--- src/rtl/noc_pkg.sv ---
// Shared NoC definitions for the spine tier.
// Flit layout: [15:10] routing address, [9:0] payload.
// The destination leaf is carried in bits [5:2] of the routing address.
package noc_pkg;
    localparam int FLIT_W     = 16;
    localparam int ADDR_W     = 6;
    localparam int ROUTE_HI   = 15;
    localparam int ROUTE_LO   = 10;
    localparam int PAYLOAD_W  = 10;
    localparam int LEAF_ID_HI = 5;
    localparam int LEAF_ID_LO = 2;
    localparam int LEAF_ID_W  = LEAF_ID_HI - LEAF_ID_LO + 1;

    typedef struct packed {
        logic [ROUTE_HI-ROUTE_LO:0] route;
        logic [PAYLOAD_W-1:0]       payload;
    } flit_t;

    // Destination leaf index carried in a routing address.
    function automatic logic [LEAF_ID_W-1:0] leaf_id(input logic [ADDR_W-1:0] addr);
        return addr[LEAF_ID_HI:LEAF_ID_LO];
    endfunction
endpackage

--- src/rtl/spine_in_fifo.sv ---
// Per-input synchronous FIFO for the spine switch.
// Ports:
//   clk_i, rst_ni   clock, async active-low reset
//   push_i, din_i   write strobe / entry (ignored when full)
//   pop_i           read strobe (ignored when empty)
//   full_o          registered-count full flag
//   empty_o         no entry visible to the reader
//   head_o          oldest visible entry
// A written entry becomes visible to the reader one cycle after the write,
// which registers the request path between the input port and the arbiters.
module spine_in_fifo #(
    parameter int W     = 22,
    parameter int DEPTH = 4
) (
    input  logic         clk_i,
    input  logic         rst_ni,
    input  logic         push_i,
    input  logic [W-1:0] din_i,
    input  logic         pop_i,
    output logic         full_o,
    output logic         empty_o,
    output logic [W-1:0] head_o
);
    localparam int AW = $clog2(DEPTH);

    logic [DEPTH-1:0][W-1:0] mem_q;
    // Pointers carry one wrap bit so full and empty are distinguishable.
    logic [AW:0] wr_q, rd_q, wr_vis_q;
    logic        do_push, do_pop;

    assign full_o  = ((wr_q - rd_q) == (AW+1)'(DEPTH));
    assign empty_o = (wr_vis_q == rd_q);
    assign head_o  = mem_q[rd_q[AW-1:0]];
    assign do_push = push_i & ~full_o;
    assign do_pop  = pop_i & ~empty_o;

    always_ff @(posedge clk_i or negedge rst_ni) begin
        if (!rst_ni) begin
            wr_q     <= '0;
            rd_q     <= '0;
            wr_vis_q <= '0;
        end else begin
            if (do_push) wr_q <= wr_q + 1'b1;
            if (do_pop)  rd_q <= rd_q + 1'b1;
            wr_vis_q <= wr_q;
        end
    end

    always_ff @(posedge clk_i) begin
        if (do_push) mem_q[wr_q[AW-1:0]] <= din_i;
    end
endmodule

--- src/rtl/spine_switch.sv ---
// Spine-tier crossbar: NUM_LEAF leaf inputs, each buffered in a FIFO, routed
// by dest_addr[5:2] to NUM_LEAF registered outputs with per-output
// round-robin arbitration.
// Ports:
//   ACLK, ARESETn                clock, async active-low reset
//   leaf_in_data/valid/dest_addr flit, valid, route sideband from leaf i
//   leaf_in_ready                input FIFO i not full
//   leaf_out_data/valid/dest_addr flit, valid, route sideband to leaf j
//   leaf_out_ready               leaf j accepts a flit
//   err_bad_dest                 pulse when head of input i is dropped
// Optional (macro SPINE_STATS_EN):
//   stat_fwd_cnt   per-output completed handshakes, saturating 16 bit
//   stat_drop_cnt  total invalid-destination drops, saturating 16 bit
module spine_switch #(
    parameter int NUM_LEAF   = 4,
    parameter int FLIT_W     = noc_pkg::FLIT_W,
    parameter int ADDR_W     = noc_pkg::ADDR_W,
    parameter int FIFO_DEPTH = 4
) (
    input  logic                       ACLK,
    input  logic                       ARESETn,
    input  logic [NUM_LEAF*FLIT_W-1:0] leaf_in_data,
    input  logic [NUM_LEAF-1:0]        leaf_in_valid,
    input  logic [NUM_LEAF*ADDR_W-1:0] leaf_in_dest_addr,
    output logic [NUM_LEAF-1:0]        leaf_in_ready,
    output logic [NUM_LEAF*FLIT_W-1:0] leaf_out_data,
    output logic [NUM_LEAF-1:0]        leaf_out_valid,
    output logic [NUM_LEAF*ADDR_W-1:0] leaf_out_dest_addr,
    input  logic [NUM_LEAF-1:0]        leaf_out_ready,
    output logic [NUM_LEAF-1:0]        err_bad_dest
`ifdef SPINE_STATS_EN
    ,
    output logic [NUM_LEAF*16-1:0]     stat_fwd_cnt,
    output logic [15:0]                stat_drop_cnt
`endif
);
    import noc_pkg::*;

    localparam int IW = (NUM_LEAF > 1) ? $clog2(NUM_LEAF) : 1;
    localparam int EW = ADDR_W + FLIT_W;

    // Reset deasserts synchronously: everything downstream resets on rst_q,
    // which drops with ARESETn and rises on the first edge after release.
    logic rst_q;
    always_ff @(posedge ACLK or negedge ARESETn) begin
        if (!ARESETn) rst_q <= 1'b0;
        else          rst_q <= 1'b1;
    end

    logic [NUM_LEAF-1:0]                push, pop, full, empty, bad;
    logic [NUM_LEAF-1:0][EW-1:0]        hd;
    logic [NUM_LEAF-1:0][FLIT_W-1:0]    hd_data;
    logic [NUM_LEAF-1:0][ADDR_W-1:0]    hd_dest;
    logic [NUM_LEAF-1:0][LEAF_ID_W-1:0] hd_leaf;
    logic [NUM_LEAF-1:0][NUM_LEAF-1:0]  req;     // [output][input]

    logic [NUM_LEAF-1:0]                out_vld_q, out_free, gnt_vld;
    logic [NUM_LEAF-1:0][FLIT_W-1:0]    out_data_q;
    logic [NUM_LEAF-1:0][ADDR_W-1:0]    out_dest_q;
    logic [NUM_LEAF-1:0][IW-1:0]        rr_q, gnt_idx;

    function automatic logic [IW-1:0] rr_add(input logic [IW-1:0] base, input int k);
        int s;
        s = int'(base) + k;
        if (s >= NUM_LEAF) s = s - NUM_LEAF;
        return IW'(s);
    endfunction

    for (genvar i = 0; i < NUM_LEAF; i++) begin : g_in
        assign leaf_in_ready[i] = rst_q & ~full[i];
        assign push[i]          = leaf_in_valid[i] & leaf_in_ready[i];

        spine_in_fifo #(.W(EW), .DEPTH(FIFO_DEPTH)) u_fifo (
            .clk_i  (ACLK),
            .rst_ni (rst_q),
            .push_i (push[i]),
            .din_i  ({leaf_in_dest_addr[i*ADDR_W +: ADDR_W], leaf_in_data[i*FLIT_W +: FLIT_W]}),
            .pop_i  (pop[i]),
            .full_o (full[i]),
            .empty_o(empty[i]),
            .head_o (hd[i])
        );

        assign {hd_dest[i], hd_data[i]} = hd[i];
        assign hd_leaf[i] = leaf_id(hd_dest[i]);
        // Out-of-range heads are discarded; they never raise a request.
        assign bad[i]     = ~empty[i] && (int'(hd_leaf[i]) >= NUM_LEAF);
    end

    for (genvar j = 0; j < NUM_LEAF; j++) begin : g_req
        for (genvar i = 0; i < NUM_LEAF; i++) begin : g_src
            assign req[j][i] = ~empty[i] && (int'(hd_leaf[i]) == j);
        end
    end

    assign err_bad_dest = bad;

    // Each head decodes to one output, so grants across outputs never collide
    // on an input and pop can be the OR of all grants plus drops.
    always_comb begin
        gnt_vld  = '0;
        gnt_idx  = '0;
        pop      = bad;
        out_free = ~out_vld_q | leaf_out_ready;
        for (int j = 0; j < NUM_LEAF; j++) begin
            for (int k = 0; k < NUM_LEAF; k++) begin
                if (out_free[j] && !gnt_vld[j] && req[j][rr_add(rr_q[j], k)]) begin
                    gnt_vld[j] = 1'b1;
                    gnt_idx[j] = rr_add(rr_q[j], k);
                end
            end
            if (gnt_vld[j]) pop[gnt_idx[j]] = 1'b1;
        end
    end

    always_ff @(posedge ACLK or negedge rst_q) begin
        if (!rst_q) begin
            out_vld_q  <= '0;
            out_data_q <= '0;
            out_dest_q <= '0;
            rr_q       <= '0;
        end else begin
            for (int j = 0; j < NUM_LEAF; j++) begin
                if (gnt_vld[j]) begin
                    out_vld_q[j]  <= 1'b1;
                    out_data_q[j] <= hd_data[gnt_idx[j]];
                    out_dest_q[j] <= hd_dest[gnt_idx[j]];
                    rr_q[j]       <= rr_add(gnt_idx[j], 1);
                end else if (leaf_out_ready[j]) begin
                    out_vld_q[j]  <= 1'b0;
                end
            end
        end
    end

    for (genvar j = 0; j < NUM_LEAF; j++) begin : g_out
        assign leaf_out_data[j*FLIT_W +: FLIT_W]      = out_data_q[j];
        assign leaf_out_dest_addr[j*ADDR_W +: ADDR_W] = out_dest_q[j];
    end
    assign leaf_out_valid = out_vld_q;

`ifdef SPINE_STATS_EN
    logic [NUM_LEAF-1:0][15:0] fwd_cnt_q;
    logic [15:0]               drop_cnt_q;
    logic [16:0]               drop_sum;

    assign drop_sum = {1'b0, drop_cnt_q} + 17'($countones(bad));

    always_ff @(posedge ACLK or negedge rst_q) begin
        if (!rst_q) begin
            fwd_cnt_q  <= '0;
            drop_cnt_q <= '0;
        end else begin
            for (int j = 0; j < NUM_LEAF; j++) begin
                if (out_vld_q[j] && leaf_out_ready[j] && fwd_cnt_q[j] != 16'hFFFF)
                    fwd_cnt_q[j] <= fwd_cnt_q[j] + 16'd1;
            end
            drop_cnt_q <= drop_sum[16] ? 16'hFFFF : drop_sum[15:0];
        end
    end

    for (genvar j = 0; j < NUM_LEAF; j++) begin : g_stat
        assign stat_fwd_cnt[j*16 +: 16] = fwd_cnt_q[j];
    end
    assign stat_drop_cnt = drop_cnt_q;
`endif
endmodule

--- config.mk ---
export PLATFORM = sky130hd
export DESIGN_NAME = spine_switch
export DESIGN_NICKNAME = d
export VERILOG_FILES = /design/src/rtl/noc_pkg.sv /design/src/rtl/spine_in_fifo.sv /design/src/rtl/spine_switch.sv
export SDC_FILE = /design/constraint.sdc
export NUM_CORES = 1
export LEC_CHECK = 0
export ABC_AREA = 1
export ABC_CLOCK_PERIOD_IN_PS = 5000
export CELL_PAD_IN_SITES_DETAIL_PLACEMENT = 1
export CELL_PAD_IN_SITES_GLOBAL_PLACEMENT = 1
export CORE_MARGIN = 2
export CORE_UTILIZATION = 30
export CTS_CLUSTER_SIZE = 40
export DETAILED_ROUTE_END_ITERATION = 10
export GPL_TIMING_DRIVEN = 0
export PLACE_DENSITY_LB_ADDON = 0.1
export SYNTH_ARGS = -nofsm -noshare
export SYNTH_HDL_FRONTEND = slang
export SYNTH_SLANG_ARGS = --single-unit
export TNS_END_PERCENT = 100
--- constraint.sdc ---
create_clock -name ACLK -period 5 [get_ports ACLK]
set_input_delay 0.75 -clock ACLK [delete_from_list [all_inputs] [get_ports ACLK]]
set_output_delay 0.75 -clock ACLK [all_outputs]
set_load 0.02 [all_outputs]
After elaboration in Yosys (flattened, before gate mapping) --
Index checks and enable logic that the tools add are counted. W data, S select, Z words.
Operators by class: order comparisons 60, reductions and logical operators 76, equality and inequality tests 20, muxes and demuxes 140, bitwise operators 30, add/subtract/negate cells 48
Operator list (number):
- $bwmux W88 | 4
- $bmux W22 S2 | 4
- $demux W22 S2 | 4
- $mux W22 | 8
- $bmux W16 S2 | 4
- $lt A2 B3 Y1 const B | 28
- $mux W2 | 36
- $mux W16 | 4
- $logic_and A1 B1 Y1 | 56
- $bmux W6 S2 | 4
- $ge A3 B3 Y1 const B | 16
- $mux W1 | 44
- $sub A2 B1 Y2 const B | 20
- $bmux W1 S2 | 16
- $eq A4 B3 Y1 const B | 8
- $add A2 B1 Y3 const B | 8
- $add A2 B2 Y3 const B | 8
- $add A3 B1 Y3 const B | 8
- $mux W6 | 4
- $or A4 B4 Y4 | 5
- $and A1 B1 Y1 | 16
- $eq A4 B2 Y1 const B | 4
- $ge A2 B1 Y1 const B | 8
- $ge A4 B3 Y1 const B | 4
- 11 further kinds | 53
Word-level totals: input port bits 98, output and inout bits 100, logic and storage cells 419, flip-flop bits (word level) 489

Longest topological paths before layout --
Gate-level depths: netlist of the first run.
depth in word-level cells 33, gate-level depth with buffers 26, gate-level depth less buffers 25

Hierarchy --
A second synthesis of the first run with hierarchy kept.
Unflattened totals: cell total of the unflattened synthesis 2456, area total of the unflattened synthesis 23502.5 µm²
Modules (own cells, without submodules):
- spine_in_fifo | instances 4, seq. area each 2867.8 µm², cells each 287, area an instance 3854.9 µm²
- spine_switch | instances 1, seq. area each 2527.4 µm², cells each 1308, area an instance 8082.8 µm²

Worst setup path after synthesis of the first run --
No wires, ideal clock.
kind register to register, start point register rst_q, end point register g_in[1].u_fifo.mem_q[66] in the netlist's numbering, enable pin, required time 4.597 ns, stages on the path, launching flop included 5, buffers on the path 0, path slack -0.629 ns, library setup time 0.403 ns, arrival time 5.226 ns, period minus slack after synthesis 5.629 ns, cell sequence dfrtp_1 o21ai_0 inv_1 nand2_1 nor2_1
On the way: word-level cells in the longest chain between the ends 3
Ends and longest elaborated chain:
- start: declaration | line spine_switch.sv:44 | logic rst_q;
- start signal: assignment | line spine_switch.sv:46 | if (!ARESETn) rst_q <= 1'b0;
- start signal: assignment | line spine_switch.sv:47 | else rst_q <= 1'b1;
- $and A1 B1 Y1 | line spine_switch.sv:70 | assign leaf_in_ready[i] = rst_q & ~full[i];
- via leaf_in_ready[1] | line spine_switch.sv:25 | output logic [NUM_LEAF-1:0] leaf_in_ready,
- $and A1 B1 Y1 | line spine_switch.sv:71 | assign push[i] = leaf_in_valid[i] & leaf_in_ready[i];
- $and A1 B1 Y1 | line spine_in_fifo.sv:34 | assign do_push = push_i & ~full_o;
- end signal: indexed assignment | line spine_in_fifo.sv:50 | if (do_push) mem_q[wr_q[AW-1:0]] <= din_i;
- end: declaration | line spine_in_fifo.sv:26 | logic [DEPTH-1:0][W-1:0] mem_q;
The timed path passes the listed nets, and every way through them passes these cells. A chain may end at the register's enable or synchronous reset.

Worst setup path in the final report of the first run --
start point register g_in[0].u_fifo.rd_q[1], end point output leaf_in_ready[0]
On the way: word-level cells in the longest chain between the ends 4
Ends and longest elaborated chain:
- start: declaration | line spine_in_fifo.sv:28 | logic [AW:0] wr_q, rd_q, wr_vis_q;
- start signal: assignment | line spine_in_fifo.sv:44 | if (do_pop) rd_q <= rd_q + 1'b1;
- $sub A3 B3 Y3 | line spine_in_fifo.sv:31 | assign full_o = ((wr_q - rd_q) == (AW+1)'(DEPTH));
- $eq A3 B3 Y1 | line spine_in_fifo.sv:31
- $not A1 Y1 | line spine_switch.sv:70
- $and A1 B1 Y1 | line spine_switch.sv:70
- end: declaration | line spine_switch.sv:25
Every way passes these cells.

==> qor.txt, run 1 <==
Die height - 283 microns
Final Cycle Share - 91.1%
Synth Net Count - 2596
Gr usage total - 21.5%
Routed wire length - 85.8 mm
Area leader, netlist - edfxtp_1
Synth top area cells - edfxtp_1, dfrtp_1, nand2_1
Syn Area/Cell - 9.47 sq um
Post-synthesis sequential area ratio - 60.1%
H-tree depth - 2
Area after DPL - 26800 sq um
Number of synthesized flops with an enable pin - 352
N_diodes - 0
Max Slew Vio Count - 0
Core Area - 77200 sq um
Worst EP arrival - 3.80 ns
I/O Buffers - 197
Remaining DRCs - 0
Final Critical Period - 4.55 ns
Antenna violations before repair - 0
Run status - finished clean
Antenna Nets Post-Route - 0
Synth unique cells - 45
Die width - 283 microns
Crit-path slowest cell - clkdlybuf4s50_1
Clock sinks - 489
Critical Path, Cell by Cell - inv_2 > clkbuf_1 > clkbuf_1 > ha_1 > a21oi_1 > a21oi_1 > o21ai_0 > nand2_1 > inv_1 > clkdlybuf4s50_1
Hpwl dp - 64.0 mm
Largest net degree at the start of global routing - 59
Nature of the critical path startpoint - flip-flop
Post-synth ARST share - 28.0%
Inserted Clock Buffers - 55
Final Hold Viols - 0
Crit-path max cell delay - 0.61 ns
Setup_tns - 0 ns
Vias in the first global route - 19400
First-pass GRT wire length - 127 mm
Slew headroom - 36.5%
Hold-fix buffers at CTS - 0
Initial Util - 30.2%
Crit path max fanout - 10
Layout area overhead - 22.9%
Setup Viol. Count Final - 0
Top-count cell post-synth - nand2_1
Ys Warns - 0
RSZ-0062 raised after global routing - false
Clk_lat worst skew - 0.62 ns
Area share of the largest cell type after synthesis - 45.4%
# resized after CTS - 0
Root buffer cell - clkbuf_16
#FFs+latches synth - 489
Clock skew - 0.0171 ns
Fin nets - 2854
FP Rows - 102
Gpl congestion - 0.900
Fmax - 220 MHz
Hold Crit Class - input port to asynchronous set/reset pin
Worst-margin pin slew - 0.952 ns
Routed wire per std cell - 22.6 microns
Worst Path Buf+Inv - 5
CP required - 4.25 ns
Cell family with most CP delay - buffers and inverters
Die ar. - 79900 sq um
Synth Flop Type - edfxtp_1
Final non-filler cell area - 28600 sq um
Share of cells above drive strength 1 - 8.69%
Critical Path End Type - output port
GRT overflow - 0
Synth Cell Area - 23300 sq um
DR pass1 iterations - 5
Clock Tree Buf Depth - 3
Vias per inst - 4.92
CTS tree - done
Top cells by count, synth - nand2_1, edfxtp_1, nand3_1, inv_1, dfrtp_1
Drt initial violations - 1239
Max Cap Viol - 0
# fillers - 8769
Post-CTS Setup Bufs - 0
IO Pins - 198
Reg clk slew, reported paths - 0.06 ns
Via count - 18700
Post-synthesis cell count - 2458
Critical path class - flip-flop to output port
[metal layers]
metal  global-route usage [%]  routed length, microns  vias to the layer above
met4                     7.23                    2800                        0
met1                     29.6                   39400                     9406
met2                     35.3                   40200                      443
li1                         -                       -                     8775
met3                     2.34                    3420                      103
met5                        0                       0                        -
[final timing paths]
| check | start | endpoint | depth (start not counted) | slack, ns |
|---|---|---|---|---|
| max | g_in[0].u_fifo.rd_q[1]$_DFFE_PN0P_ | leaf_in_ready[0] | 10 | 0.45 |
| min | ARESETn | rst_q$_DFF_PN0_ | 1 | 0.27 |
| max reg2reg | g_in[2].u_fifo.rd_q[1]$_DFFE_PN0P_ | g_in[2].u_fifo.rd_q[0]$_DFFE_PN0P_ | 19 | 0.86 |
| min reg2reg | rst_q$_DFF_PN0_ | leaf_out_dest_addr[8]$_DFFE_PN0N_ | 0 | 0.30 |
| max in group asynchronous | rst_q$_DFF_PN0_ | g_in[1].u_fifo.wr_q[2]$_DFFE_PN0P_ | 1 | 3.94 |
| min in group ACLK | g_in[3].u_fifo.wr_q[2]$_DFFE_PN0P_ | g_in[3].u_fifo.wr_vis_q[2]$_DFF_PN0_ | 0 | 0.44 |
[sequential cells by signal (all words and copies together), names as in the netlist]
name and count:
g_in.u_fifo.mem_q 352, g_in.u_fifo.rd_q 12, g_in.u_fifo.wr_q 12, g_in.u_fifo.wr_vis_q 12, leaf_out_data 64, leaf_out_dest_addr 24
leaf_out_valid 4, rr_q 8, rst_q 1
[metrics by stage]
stage                     worst slack, ns  std cells  hold slack (ns)  util, %
after detailed placement            0.688       3699            0.302     34.7
after floorplan                     0.906       2458            0.405        -
after global routing                0.138       3803            0.251     37.1
after global placement              -1.77       3695            0.419     34.4
after CTS                           0.262       3803            0.231     37.1
final                               0.445       3803            0.271     37.1
[cell usage in the layout (no fill, tap or decap), types with 4 or more instances in the layout]
cell / count
o211ai_1: 4
ha_1: 40
nand3_1: 351
a32oi_1: 62
inv_2: 21
edfxtp_1: 352
nand2_1: 901
inv_6: 4
o22ai_1: 5
o21ai_0: 22
buf_6: 5
dfrtp_1: 136
a32o_1: 5
clkinv_1: 7
o21ai_1: 10
nand3_2: 5
clkdlybuf4s50_1: 197
buf_1: 11
nand2_2: 12
clkbuf_8: 10
xor2_1: 21
clkbuf_16: 56
a21oi_1: 84
clkbuf_1: 65
buf_2: 35
inv_1: 173
buf_4: 15
clkinv_2: 8
nor2_2: 12
nor2_4: 17
bufinv_16: 5
nor2_1: 57
clkinvlp_4: 4
o21a_1: 5
or2_2: 4
nand4_1: 7
[area by class of cell]
cell class / count / area, sq um / area share (%)
buffer: 121 / 592 / 2.07
inverter: 196 / 738 / 2.58
timing repair buffer: 201 / 2060 / 7.18
sequential: 489 / 14000 / 48.9
tap: 1040 / 1300 / 4.55
clock buffer: 76 / 1580 / 5.51
clock inverter: 28 / 294 / 1.03
multi-input combinational: 1652 / 8070 / 28.2
[cells by family after synthesis]
| family | share of synthesized area [%] |
|---|---|
| AOI/OAI and AO/OA | 6.03 |
| xor gates and xnor gates | 1.04 |
| adders and majority gates | 2.15 |
| buffers and inverters | 5.71 |
| DFF | 60.1 |
| other | 0.0161 |
| and+or+nand+nor | 24.9 |
Power of run 1 is not shown: default switching activity piles up to over one toggle a cycle in this logic, so the estimate is an artifact.
==> run 2, diff against run 1 <==
--- a/config.mk
+++ b/config.mk
@@ -6,7 +6,6 @@
 export NUM_CORES = 1
 export LEC_CHECK = 0
 export ABC_AREA = 1
-export ABC_CLOCK_PERIOD_IN_PS = 5000
 export CELL_PAD_IN_SITES_DETAIL_PLACEMENT = 1
 export CELL_PAD_IN_SITES_GLOBAL_PLACEMENT = 1
 export CORE_MARGIN = 2
@@ -17,5 +16,6 @@
 export PLACE_DENSITY_LB_ADDON = 0.1
 export SYNTH_ARGS = -nofsm -noshare
 export SYNTH_HDL_FRONTEND = slang
+export SYNTH_HIERARCHICAL = 1
 export SYNTH_SLANG_ARGS = --single-unit
 export TNS_END_PERCENT = 100
==> qor.txt, run 2 <==
Worst-margin pin slew - 1.20 ns
First-pass GRT wire length - 125 mm
Clock skew - 0.0205 ns
Synth Flop Type - edfxtp_1
Die ar. - 80600 sq um
Post-synthesis sequential area ratio - 59.6%
Remaining DRCs - 0
RSZ-0062 raised after global routing - false
Largest register FFs - 352
Final Cycle Share - 90.2%
Gpl congestion - 0.849
Synth unique cells - 42
Area share of the largest cell type after synthesis - 45.0%
Top-count cell post-synth - nand2_1
Final Critical Period - 4.51 ns
Critical path class - flip-flop to flip-flop
Commonest cells after routing, fill and taps aside - nand2_1, edfxtp_1, nand3_1
Critical Path, Cell by Cell - buf_6 > inv_2 > buf_4 > o21ai_0 > o22ai_1 > nor2_2 > nand4_1 > nand3_1 > nand2_1 > o21ai_0 > inv_1 > nand2_1 > nand2_2 > nand2_1 > buf_2 > inv_1 > ha_1 > a21oi_1 > nand4_1 > nand2_1 > nand2_1 > nand2_1
Worst EP arrival - 5.05 ns
Core Area - 77500 sq um
DR pass1 iterations - 5
Area leader, netlist - edfxtp_1
DR top layer - met5
Post-synthesis cell count - 2456
FF-to-FF setup slack - 0.49 ns
Run status - finished clean
Post-CTS Setup Bufs - 0
Initial Util - 30.3%
Vias per inst - 4.94
Routed wire per std cell - 22.1 microns
Vias in the first global route - 19500
Clock sinks - 489
Antenna Nets Post-Route - 0
Final Hold Viols - 0
Layout area overhead - 23.0%
H-tree depth - 2
Post-Layout Cell Count - 3808
Reg clk slew, reported paths - 0.06 ns
Detail Route met3 WL - 3.16 mm
#FFs+latches synth - 489
Max Slew Vio Count - 0
Crit-path slowest cell - nor2_2
Routed wire length - 84.1 mm
Die height - 284 microns
Crit path max fanout - 11
GRT overflow - 0
Drt initial violations - 1296
Inserted Clock Buffers - 56
Number of synthesized flops with an enable pin - 352
FP Rows - 102
Gr usage total - 20.6%
Hpwl dp - 63.4 mm
CP required - 5.54 ns
Fmax - 222 MHz
N_diodes - 0
Clock Tree Buf Depth - 3
Final Hold Slack - 0.271 ns
Synth Cell Area - 23500 sq um
CP dominant cell by count - nand2_1
Via count - 18800
Setup Viol. Count Final - 0
Critical Path End Type - flip-flop
Reg2Reg Depth - 22
Placed cell count - 3703
Syn Area/Cell - 9.57 sq um
Clk_lat worst skew - 0.62 ns
Commonest non-fill, non-tap cell in the layout - nand2_1
Synth Net Count - 2594
Post-synth ARST share - 28.0%
Crit-path max cell delay - 0.53 ns
Nature of the critical path startpoint - flip-flop
Largest net degree at the start of global routing - 50
Ys Warns - 6
CTS tree - done
Antenna violations before repair - 2
Hold Crit Class - input port to asynchronous set/reset pin
IO Pins - 198
Top cells by count, synth - nand2_1, edfxtp_1, nand3_1, nor2_1, inv_1
Slew headroom - 19.7%
Root buffer cell - clkbuf_16
Fin nets - 2859
Share of cells above drive strength 1 - 10.6%
I/O Buffers - 197
Met2 wire length - 40.5 mm
WL met1 - 37.9 mm
Setup_tns - 0 ns
Die width - 284 microns
Max Cap Viol - 0
Synth top area cells - edfxtp_1, dfrtp_1, nand2_1
[run 2: changes by cell type after synthesis, moves of 43 or more]
cell,before,now
a21oi_1,84,9
a32oi_1,62,0
nand2_1,901,595
nand4_1,7,50
nor2_1,73,239
o21ai_0,22,186
o22ai_1,5,88
[run 2: repair_timing]
action,4_1_cts,5_1_grt
resized for setup,0,4
hold buffers,0,0
setup endpoints to repair,0,6
[run 2: layout make-up]
cell class,instances,area [sq um]
Inverter,204,766
Fill cell,8764,48600
Clock buffer,78,1570
Tap cell,1040,1300
Clock inverter,27,288
Buffer,127,729
Timing Repair Buffer,207,2180
Sequential cell,489,14000
Multi-Input combinational cell,1636,8080
[run 2: path summary, 6_finish.rpt]
| check | start | to |
|---|---|---|
| worst max-delay path | g_in[1].u_fifo/rd_q[0]$_DFFE_PN0P_ | g_in[0].u_fifo/rd_q[1]$_DFFE_PN0P_ |
| worst min-delay path | ARESETn | rst_q$_DFF_PN0_ |
| max in group asynchronous | rst_q$_DFF_PN0_ | leaf_out_dest_addr[20]$_DFFE_PN0N_ |
| worst max register to register | g_in[1].u_fifo/rd_q[0]$_DFFE_PN0P_ | g_in[0].u_fifo/rd_q[1]$_DFFE_PN0P_ |
| min in group ACLK | g_in[3].u_fifo/wr_q[0]$_DFFE_PN0P_ | g_in[3].u_fifo/wr_vis_q[0]$_DFF_PN0_ |
| worst min register to register | rst_q$_DFF_PN0_ | g_in[3].u_fifo/wr_q[0]$_DFFE_PN0P_ |
[run 2: per-stage QoR]
step | setup slack [ns] | instance area, sq um | utilization (%)
after floorplan | 0.595 | 23500 | -
after global placement | -2.96 | 26800 | 34.6
after detailed placement | 0.408 | 27000 | 34.9
after CTS | 0.395 | 28900 | 37.3
after global routing | 0.0911 | 28900 | 37.3
final | 0.489 | 28900 | 37.3
[run 2: per-layer routing]
| layer | global-route usage [%] | up-vias |
|---|---|---|
| met1 | 27.8 | 9365 |
| li1 | - | 8884 |
| met5 | 0 | - |
| met4 | 6.32 | 2 |
| met3 | 2.56 | 149 |
| met2 | 34.5 | 398 |
[run 2: kinds of logic after synthesis]
family,count (synthesis),share of synthesized area (%)
AO/OA/AOI/OAI,296,6.95
XOR/XNOR,20,1.00
adder cells (fa/ha/maj),40,2.13
buffers and inverters,331,6.36
flip-flops,489,59.6
other,1,0.0160
AND/OR/NAND/NOR,1279,24.0
[run 2: critical path, delay by kind of cell (launching register included)]
family,cells,cell delay (ns)
adder cells (fa/ha/maj),1,0.19
AO/OA/AOI/OAI,4,0.60
buffers and inverters,6,0.95
AND/OR/NAND/NOR,11,2.22
flip-flops,1,0.46
Power of run 2 is left out for the same reason.
